<file path="config.mk">
export PLATFORM = sky130hd
export DESIGN_NAME = chunked_adder_flat
export DESIGN_NICKNAME = d
export VERILOG_FILES = /design/src/rtl/chunked_adder_pkg.sv /design/src/rtl/chunked_adder_if.sv /design/src/rtl/chunked_adder_chunk_adder.sv /design/src/rtl/chunked_adder.sv /design/src/flat_wrapper.sv
export SDC_FILE = /design/constraint.sdc
export NUM_CORES = 1
export LEC_CHECK = 0
export BUFFER_PORTS_ARGS = -buffer_cell sky130_fd_sc_hd__buf_2
export CORE_UTILIZATION = 32
export DETAILED_ROUTE_END_ITERATION = 6
export SETUP_SLACK_MARGIN = 0.4
export SLEW_MARGIN = 20
export SYNTH_ARGS = -nofsm -noshare
export SYNTH_HDL_FRONTEND = slang
export SYNTH_HIERARCHICAL = 1
export SYNTH_SLANG_ARGS = --single-unit
</file>
<file path="constraint.sdc">
create_clock -name clk -period 4.1 [get_ports clk]
set_input_delay 0.41 -clock clk [delete_from_list [all_inputs] [get_ports clk]]
set_output_delay 0.41 -clock clk [all_outputs]
set_load 0.02 [all_outputs]
</file>
<file path="src/rtl/chunked_adder_pkg.sv">
// Shared types and helpers for the chunked (multi-cycle) adder.
// Holds the control FSM state encoding and chunk-count arithmetic.
package chunked_adder_pkg;

    typedef enum logic [1:0] {
        IDLE = 2'd0,
        RUN  = 2'd1,
        DONE = 2'd2
    } state_t;

    function automatic int chunk_count(input int width, input int chunk);
        return width / chunk;
    endfunction

    // Index register needs at least one bit even for a single chunk.
    function automatic int idx_bits(input int n);
        return (n > 1) ? $clog2(n) : 1;
    endfunction

endpackage

</file>
<file path="src/rtl/chunked_adder_if.sv">
// Request/result bundle of the chunked adder.
// master drives the request side, slave is the adder itself.
interface chunked_adder_if #(
    parameter int WIDTH = 16
);
    logic             start;
    logic             op_sub;
    logic [WIDTH-1:0] a;
    logic [WIDTH-1:0] b;
    logic             cin;
    logic             busy;
    logic             done;
    logic [WIDTH-1:0] sum;
    logic             cout;
    logic             ovf;

    modport master (
        output start, op_sub, a, b, cin,
        input  busy, done, sum, cout, ovf
    );

    modport slave (
        input  start, op_sub, a, b, cin,
        output busy, done, sum, cout, ovf
    );
endinterface

</file>
<file path="src/rtl/chunked_adder_chunk_adder.sv">
// CHUNK-bit ripple-carry adder built from full-adder cells.
// Purely combinational; the top reuses one instance every cycle.
module chunk_adder #(
    parameter int CHUNK = 4
) (
    input  logic [CHUNK-1:0] x,
    input  logic [CHUNK-1:0] y,
    input  logic             ci,
    output logic [CHUNK-1:0] s,
    output logic             co
);
    always_comb begin : ripple
        logic c;
        s = '0;
        c = ci;
        for (int i = 0; i < CHUNK; i++) begin
            s[i] = x[i] ^ y[i] ^ c;
            c    = (x[i] & y[i]) | (c & (x[i] ^ y[i]));
        end
        co = c;
    end
endmodule

</file>
<file path="src/rtl/chunked_adder.sv">
// Multi-cycle adder/subtractor: one CHUNK-bit slice per clock,
// LSB chunk first, carry held in a register between cycles.
module chunked_adder
    import chunked_adder_pkg::*;
#(
    parameter int WIDTH = 16,
    parameter int CHUNK = 4
) (
    input logic            clk,
    input logic            rst,
    chunked_adder_if.slave bus
);
    localparam int NCH = chunk_count(WIDTH, CHUNK);
    localparam int IW  = idx_bits(NCH);
    localparam logic [IW-1:0] LAST = IW'(NCH - 1);

    generate
        if (CHUNK < 1 || (WIDTH % CHUNK) != 0) begin : g_bad_cfg
            $error("chunked_adder: WIDTH must be a multiple of CHUNK");
        end
    endgenerate

    state_t state;
    state_t state_nx;

    logic [WIDTH-1:0] a_r;
    logic [WIDTH-1:0] b_r;
    logic [WIDTH-1:0] res_r;
    logic [WIDTH-1:0] res_nx;
    logic             carry_r;
    logic [IW-1:0]    idx_r;

    logic [WIDTH-1:0] sum_r;
    logic             cout_r;
    logic             ovf_r;

    logic [CHUNK-1:0] cx;
    logic [CHUNK-1:0] cy;
    logic [CHUNK-1:0] cs;
    logic             cco;
    logic             last;

    assign cx   = a_r[idx_r*CHUNK +: CHUNK];
    assign cy   = b_r[idx_r*CHUNK +: CHUNK];
    assign last = (idx_r == LAST);

    chunk_adder #(
        .CHUNK (CHUNK)
    ) u_chunk (
        .x  (cx),
        .y  (cy),
        .ci (carry_r),
        .s  (cs),
        .co (cco)
    );

    always_comb begin
        res_nx = res_r;
        res_nx[idx_r*CHUNK +: CHUNK] = cs;
    end

    always_ff @(posedge clk or posedge rst) begin
        if (rst) begin
            state <= IDLE;
        end else begin
            state <= state_nx;
        end
    end

    always_comb begin
        state_nx = state;
        unique case (state)
            IDLE: if (bus.start) state_nx = RUN;
            RUN:  if (last) state_nx = DONE;
            DONE: state_nx = IDLE;
            default: state_nx = IDLE;
        endcase
    end

    // Visible results update only on the RUN->DONE edge, so they
    // stay put while the next operation is being accumulated.
    always_ff @(posedge clk or posedge rst) begin
        if (rst) begin
            a_r     <= '0;
            b_r     <= '0;
            res_r   <= '0;
            carry_r <= 1'b0;
            idx_r   <= '0;
            sum_r   <= '0;
            cout_r  <= 1'b0;
            ovf_r   <= 1'b0;
        end else begin
            unique case (state)
                IDLE: begin
                    if (bus.start) begin
                        a_r     <= bus.a;
                        b_r     <= bus.op_sub ? ~bus.b : bus.b;
                        carry_r <= bus.op_sub ^ bus.cin;
                        idx_r   <= '0;
                    end
                end
                RUN: begin
                    res_r   <= res_nx;
                    carry_r <= cco;
                    idx_r   <= idx_r + 1'b1;
                    if (last) begin
                        sum_r  <= res_nx;
                        cout_r <= cco;
                        ovf_r  <= (a_r[WIDTH-1] == b_r[WIDTH-1]) &&
                                  (res_nx[WIDTH-1] != a_r[WIDTH-1]);
                    end
                end
                default: ;
            endcase
        end
    end

    assign bus.busy = (state != IDLE);
    assign bus.done = (state == DONE);
    assign bus.sum  = sum_r;
    assign bus.cout = cout_r;
    assign bus.ovf  = ovf_r;
endmodule

</file>
<file path="src/flat_wrapper.sv">
// flat-port wrapper written by rule: the top's interface ports become plain ports
module chunked_adder_flat import chunked_adder_pkg::*;
#(
    parameter int WIDTH = 16,
    parameter int CHUNK = 4
)
  (clk, rst, bus_start, bus_op_sub, bus_a, bus_b, bus_cin, bus_busy, bus_done, bus_sum, bus_cout, bus_ovf);
  chunked_adder_if #(.WIDTH(WIDTH)) bus_i ();
  input logic clk;
  input logic rst;
  input wire logic [$bits(bus_i.start)-1:0] bus_start;
  input wire logic [$bits(bus_i.op_sub)-1:0] bus_op_sub;
  input wire logic [$bits(bus_i.a)-1:0] bus_a;
  input wire logic [$bits(bus_i.b)-1:0] bus_b;
  input wire logic [$bits(bus_i.cin)-1:0] bus_cin;
  output wire logic [$bits(bus_i.busy)-1:0] bus_busy;
  output wire logic [$bits(bus_i.done)-1:0] bus_done;
  output wire logic [$bits(bus_i.sum)-1:0] bus_sum;
  output wire logic [$bits(bus_i.cout)-1:0] bus_cout;
  output wire logic [$bits(bus_i.ovf)-1:0] bus_ovf;
  assign bus_i.start = bus_start;
  assign bus_i.op_sub = bus_op_sub;
  assign bus_i.a = bus_a;
  assign bus_i.b = bus_b;
  assign bus_i.cin = bus_cin;
  assign bus_busy = bus_i.busy;
  assign bus_done = bus_i.done;
  assign bus_sum = bus_i.sum;
  assign bus_cout = bus_i.cout;
  assign bus_ovf = bus_i.ovf;
  chunked_adder #(.WIDTH(WIDTH), .CHUNK(CHUNK)) u_core (.clk(clk), .rst(rst), .bus(bus_i));
endmodule
</file>
==> results by stage <==
Outcome:
- The run finished with clean final reports.

Cells and area:
- The number of antenna repair diodes is 0.
- The library cell used most frequently in the layout, excluding fill and tap cells, is sky130_fd_sc_hd__dfrtp_1.
- The layout overhead on the synthesized area is 17.3%.
- In the final layout, the share of cells above drive strength 1 is 0.323.
- The number of filler cells placed in the layout is 968.
- Measured on the finished design, the core utilization comes to 0.389.
- For this run, the post-layout net count is 377.
- The library cells used most frequently in the layout, excluding fill and tap cells, are 67 x sky130_fd_sc_hd__dfrtp_1, 56 x sky130_fd_sc_hd__buf_2, 26 x sky130_fd_sc_hd__a21oi_1.

Route:
- The total DRC errors in the routed layout is 0.
- The remaining antenna violation count is 0.
- Summed over all layers, the routed wires come to 6500 um.
- The total via count in the routed design is 2164.
- The routed wire length per instance is 13.9 um.
- The detail-routed via count per cell is 4.63.
- The count of TritonRoute iterations in the first routing pass is 4.
- In this run, the number of DRC markers left after iteration 0 of detailed routing was 69.

Floorplanning:
- For this configuration, the core starts out at a cell density of 0.332.
- The die covers 10600 um^2.
- The site row count is 36.
- Measured along the x axis, the die boundary spans 103 um.
- The standard cell core area is 9860 um^2.
- The height of the die is 103 um.
- The I/O pin count is 57.

Clocking:
- The clock latency on the worst-skew pair is 340 ps.
- The clock slew at the register clock pins of the worst setup and hold paths is 60 ps.
- The root buffer cell is sky130_fd_sc_hd__clkbuf_8.
- The number of buffers created by CTS is 9.
- CTS saw 67 sinks.
- In this run the deepest clock path goes through 2 buffers.
- The TritonCTS clock tree is done.
- For this design, the CTS-stage hold fixing added 0 buffers.
- The post-CTS setup-driven buffer insertion count is 0.
- Once the clock tree was built, the resizer swapped 0 gates to a different size.
- CTS built an H-tree with a depth of 3.

GRT:
- The initial antenna violation count is 0.
- The via count of the first global-routing pass came to 2163.
- The global-route usage over all layers is 0.137.
- The first global-routing pass estimated 10900 um of wire.
- Entering global routing, the biggest net connects 53 pins.
- The total grt overflow is 0.

STA:
- For the final routed database, the setup TNS stands at 0 ps.
- The final-report hold violation count is 0.
- The achievable frequency is 0.298 GHz.
- The max-slew violation count was 0.
- The worst pin sits at a relative slew slack of 0.369.
- For the finished layout, the period the worst path requires is 3360 ps.
- The slew at the pin closest to its max-slew limit is 943 ps.
- The final clock period utilization by the worst path is 0.819.
- The worst-case clock skew is 7.97 ps.
- Setup violations remaining at the end of the flow were counted as 0.
- Setup repair after global routing left no endpoint under its margin.

Synth:
- After synthesis, the share of flip-flops with an asynchronous set or reset is 1.00.
- The synthesized instance count is 277.
- Of the synthesized area, sequential elements account for 0.512.
- The number of warnings issued by yosys is 6.
- Ranked by total cell area, the synthesized netlist is headed by sky130_fd_sc_hd__dfrtp_1 51%, sky130_fd_sc_hd__mux2_2 6.2%, sky130_fd_sc_hd__mux4_2 5.5%.
- The number of enable-type register cells in the synthesized netlist is 0.
- After synthesis the netlist holds a flip-flop and latch count of 67.
- The mean area per synthesized cell is 11.8 um^2.
- Synthesis produced a netlist with a net count of 323.
- The number of different library cells in the post-synthesis netlist is 34.
- The cell area after synthesis is 3270 um^2.
- The biggest area consumer among synthesized cells is sky130_fd_sc_hd__dfrtp_1.
- The flip-flop cell with the highest count after synthesis is sky130_fd_sc_hd__dfrtp_1.
- The share of synthesized area in the top cell type comes to 0.512.

Run:
- The number of violations of the max-capacitance limit is 0.

Critical path:
- At the worst endpoint, the arrival time is 3540 ps.
- The critical path goes through mux4_2 > fa_1 > inv_1 > fa_1 > inv_1 > fa_1 > inv_1 > fa_1 > inv_1 > and4bb_2 > mux2i_1 > o21ai_0.
- The critical path is of the register to register type.
- In this design, the stage delay of the slowest critical-path cell is 540 ps.
- The slowest stage of the critical path belongs to the cell sky130_fd_sc_hd__mux4_2.
- For the worst flop-to-flop path, the logic depth is 12.
- The endpoint identified for the worst register-to-register timing path is u_core/bus.ovf.
- The biggest fanout along the worst timing path is 8.
- The launch instance of the worst register-to-register path is u_core/idx_r[0].
- At the worst endpoint, the required time is 4290 ps.
- The critical path endpoint category is a register.
- The type of element launching the critical path is a register.
- The setup slack on the worst flop-to-flop path is 740 ps.

Place:
- The final weighted congestion in routability-driven placement is 0.738.
- The post-DP HPWL is 4770 um.
- The number of buffers added on ports is 56.

Pwr:
- The power per unit of standard cell area is 866 nW/um^2.
- The leakage power is 1.75 nW.
- The worst-case IR drop observed on VDD is 305 uV.

Hold path:
- The path category of the worst min-delay check is input port to asynchronous set/reset pin.
==> report_power, final <==
part	leakage (nW)	internal (mW)	switching, mW
clock network	0.0950	0.289	0.227
logic	0.821	0.714	0.970
registers	0.832	0.953	0.174
total	1.75	1.96	1.37
==> per-stage QoR <==
stage                     hold WS (ps)  instance area [um^2]  std cells  setup WS [ps]  total power [mW]
after floorplan                    458                  3270        277            627              2.41
after global placement             456                  3660        453            802              2.82
after detailed placement           466                  3660        453            729              2.86
after CTS                          266                  3840        467            722              3.38
after global routing               276                  3840        467            528              3.64
final                              248                  3840        467            741              3.33
==> routing by layer <==
layer / global-route usage / wire length [um]
met1: 0.184 / 3190
met2: 0.211 / 2920
met3: 0.0434 / 315
met4: 0.0455 / 76
met5: 0 / 0
==> flip-flops by register name, summed over array words and instances (netlist names) <==
register	cells
u_core/res_r	12
u_core/state	2
u_core/bus.sum	16
u_core/carry_r	1
u_core/idx_r	2
u_core/b_r	16
u_core/a_r	16
u_core/bus.ovf	1
u_core/bus.cout	1
==> cell type report <==
cell class	count	area, um^2	share of cell area
sequential	67	1680	0.436
multi-input combinational	176	1440	0.374
timing repair buffer	62	325	0.0847
tap	133	166	0.0433
clock buffer	11	141	0.0368
inverter	15	56.3	0.0147
clock inverter	3	40.0	0.0104
==> critical path, delay by kind of cell, from the launching register on <==
family | cells | cell delay, ps
compound gates | 1 | 80
fa+ha+maj | 4 | 1340
buf+inv | 4 | 410
flops | 1 | 380
mux | 2 | 710
simple gates | 1 | 270
==> worst max-delay path by stage <==
stage | startpoint | endpoint | slack (ps) | cells after the start
final | u_core/idx_r[0] | u_core/bus.ovf | 740 | 12
after global routing | u_core/idx_r[1] | u_core/bus.ovf | 530 | 13
after CTS | u_core/idx_r[0] | u_core/bus.ovf | 720 | 12
after detailed placement | u_core/idx_r[0] | u_core/bus.ovf | 730 | 12
after global placement | u_core/idx_r[0] | u_core/bus.ovf | 800 | 12
after floorplan | u_core/idx_r[0] | u_core/bus.ovf | 630 | 14
==> Yosys cell counts, types with 2 or more instances <==
master	instances
sky130_fd_sc_hd__a21o_1	2
sky130_fd_sc_hd__a21oi_1	26
sky130_fd_sc_hd__a22o_1	5
sky130_fd_sc_hd__a31oi_1	2
sky130_fd_sc_hd__a32o_1	12
sky130_fd_sc_hd__and4bb_1	2
sky130_fd_sc_hd__buf_2	10
sky130_fd_sc_hd__buf_4	4
sky130_fd_sc_hd__clkbuf_1	4
sky130_fd_sc_hd__dfrtp_1	67
sky130_fd_sc_hd__fa_1	4
sky130_fd_sc_hd__ha_1	5
sky130_fd_sc_hd__inv_1	15
sky130_fd_sc_hd__mux2_2	18
sky130_fd_sc_hd__mux4_2	8
sky130_fd_sc_hd__nand2_1	14
sky130_fd_sc_hd__nand2b_1	2
sky130_fd_sc_hd__nand3b_1	3
sky130_fd_sc_hd__nor2_1	20
sky130_fd_sc_hd__nor2b_1	15
sky130_fd_sc_hd__o21ai_0	11
sky130_fd_sc_hd__xnor2_1	16
==> cells by family (layout without fill, tap and decap cells) <==
logic type	count (synthesis)	after routing	share of synthesized area
adders and majority gates	9	9	0.0436
AOI/OAI and AO/OA	59	59	0.117
and+or+nand+nor	64	64	0.112
muxes	27	27	0.120
buffers and inverters	34	91	0.0497
DFF	67	67	0.512
xor gates and xnor gates	17	17	0.0455
(Power assumes the default switching activity.)
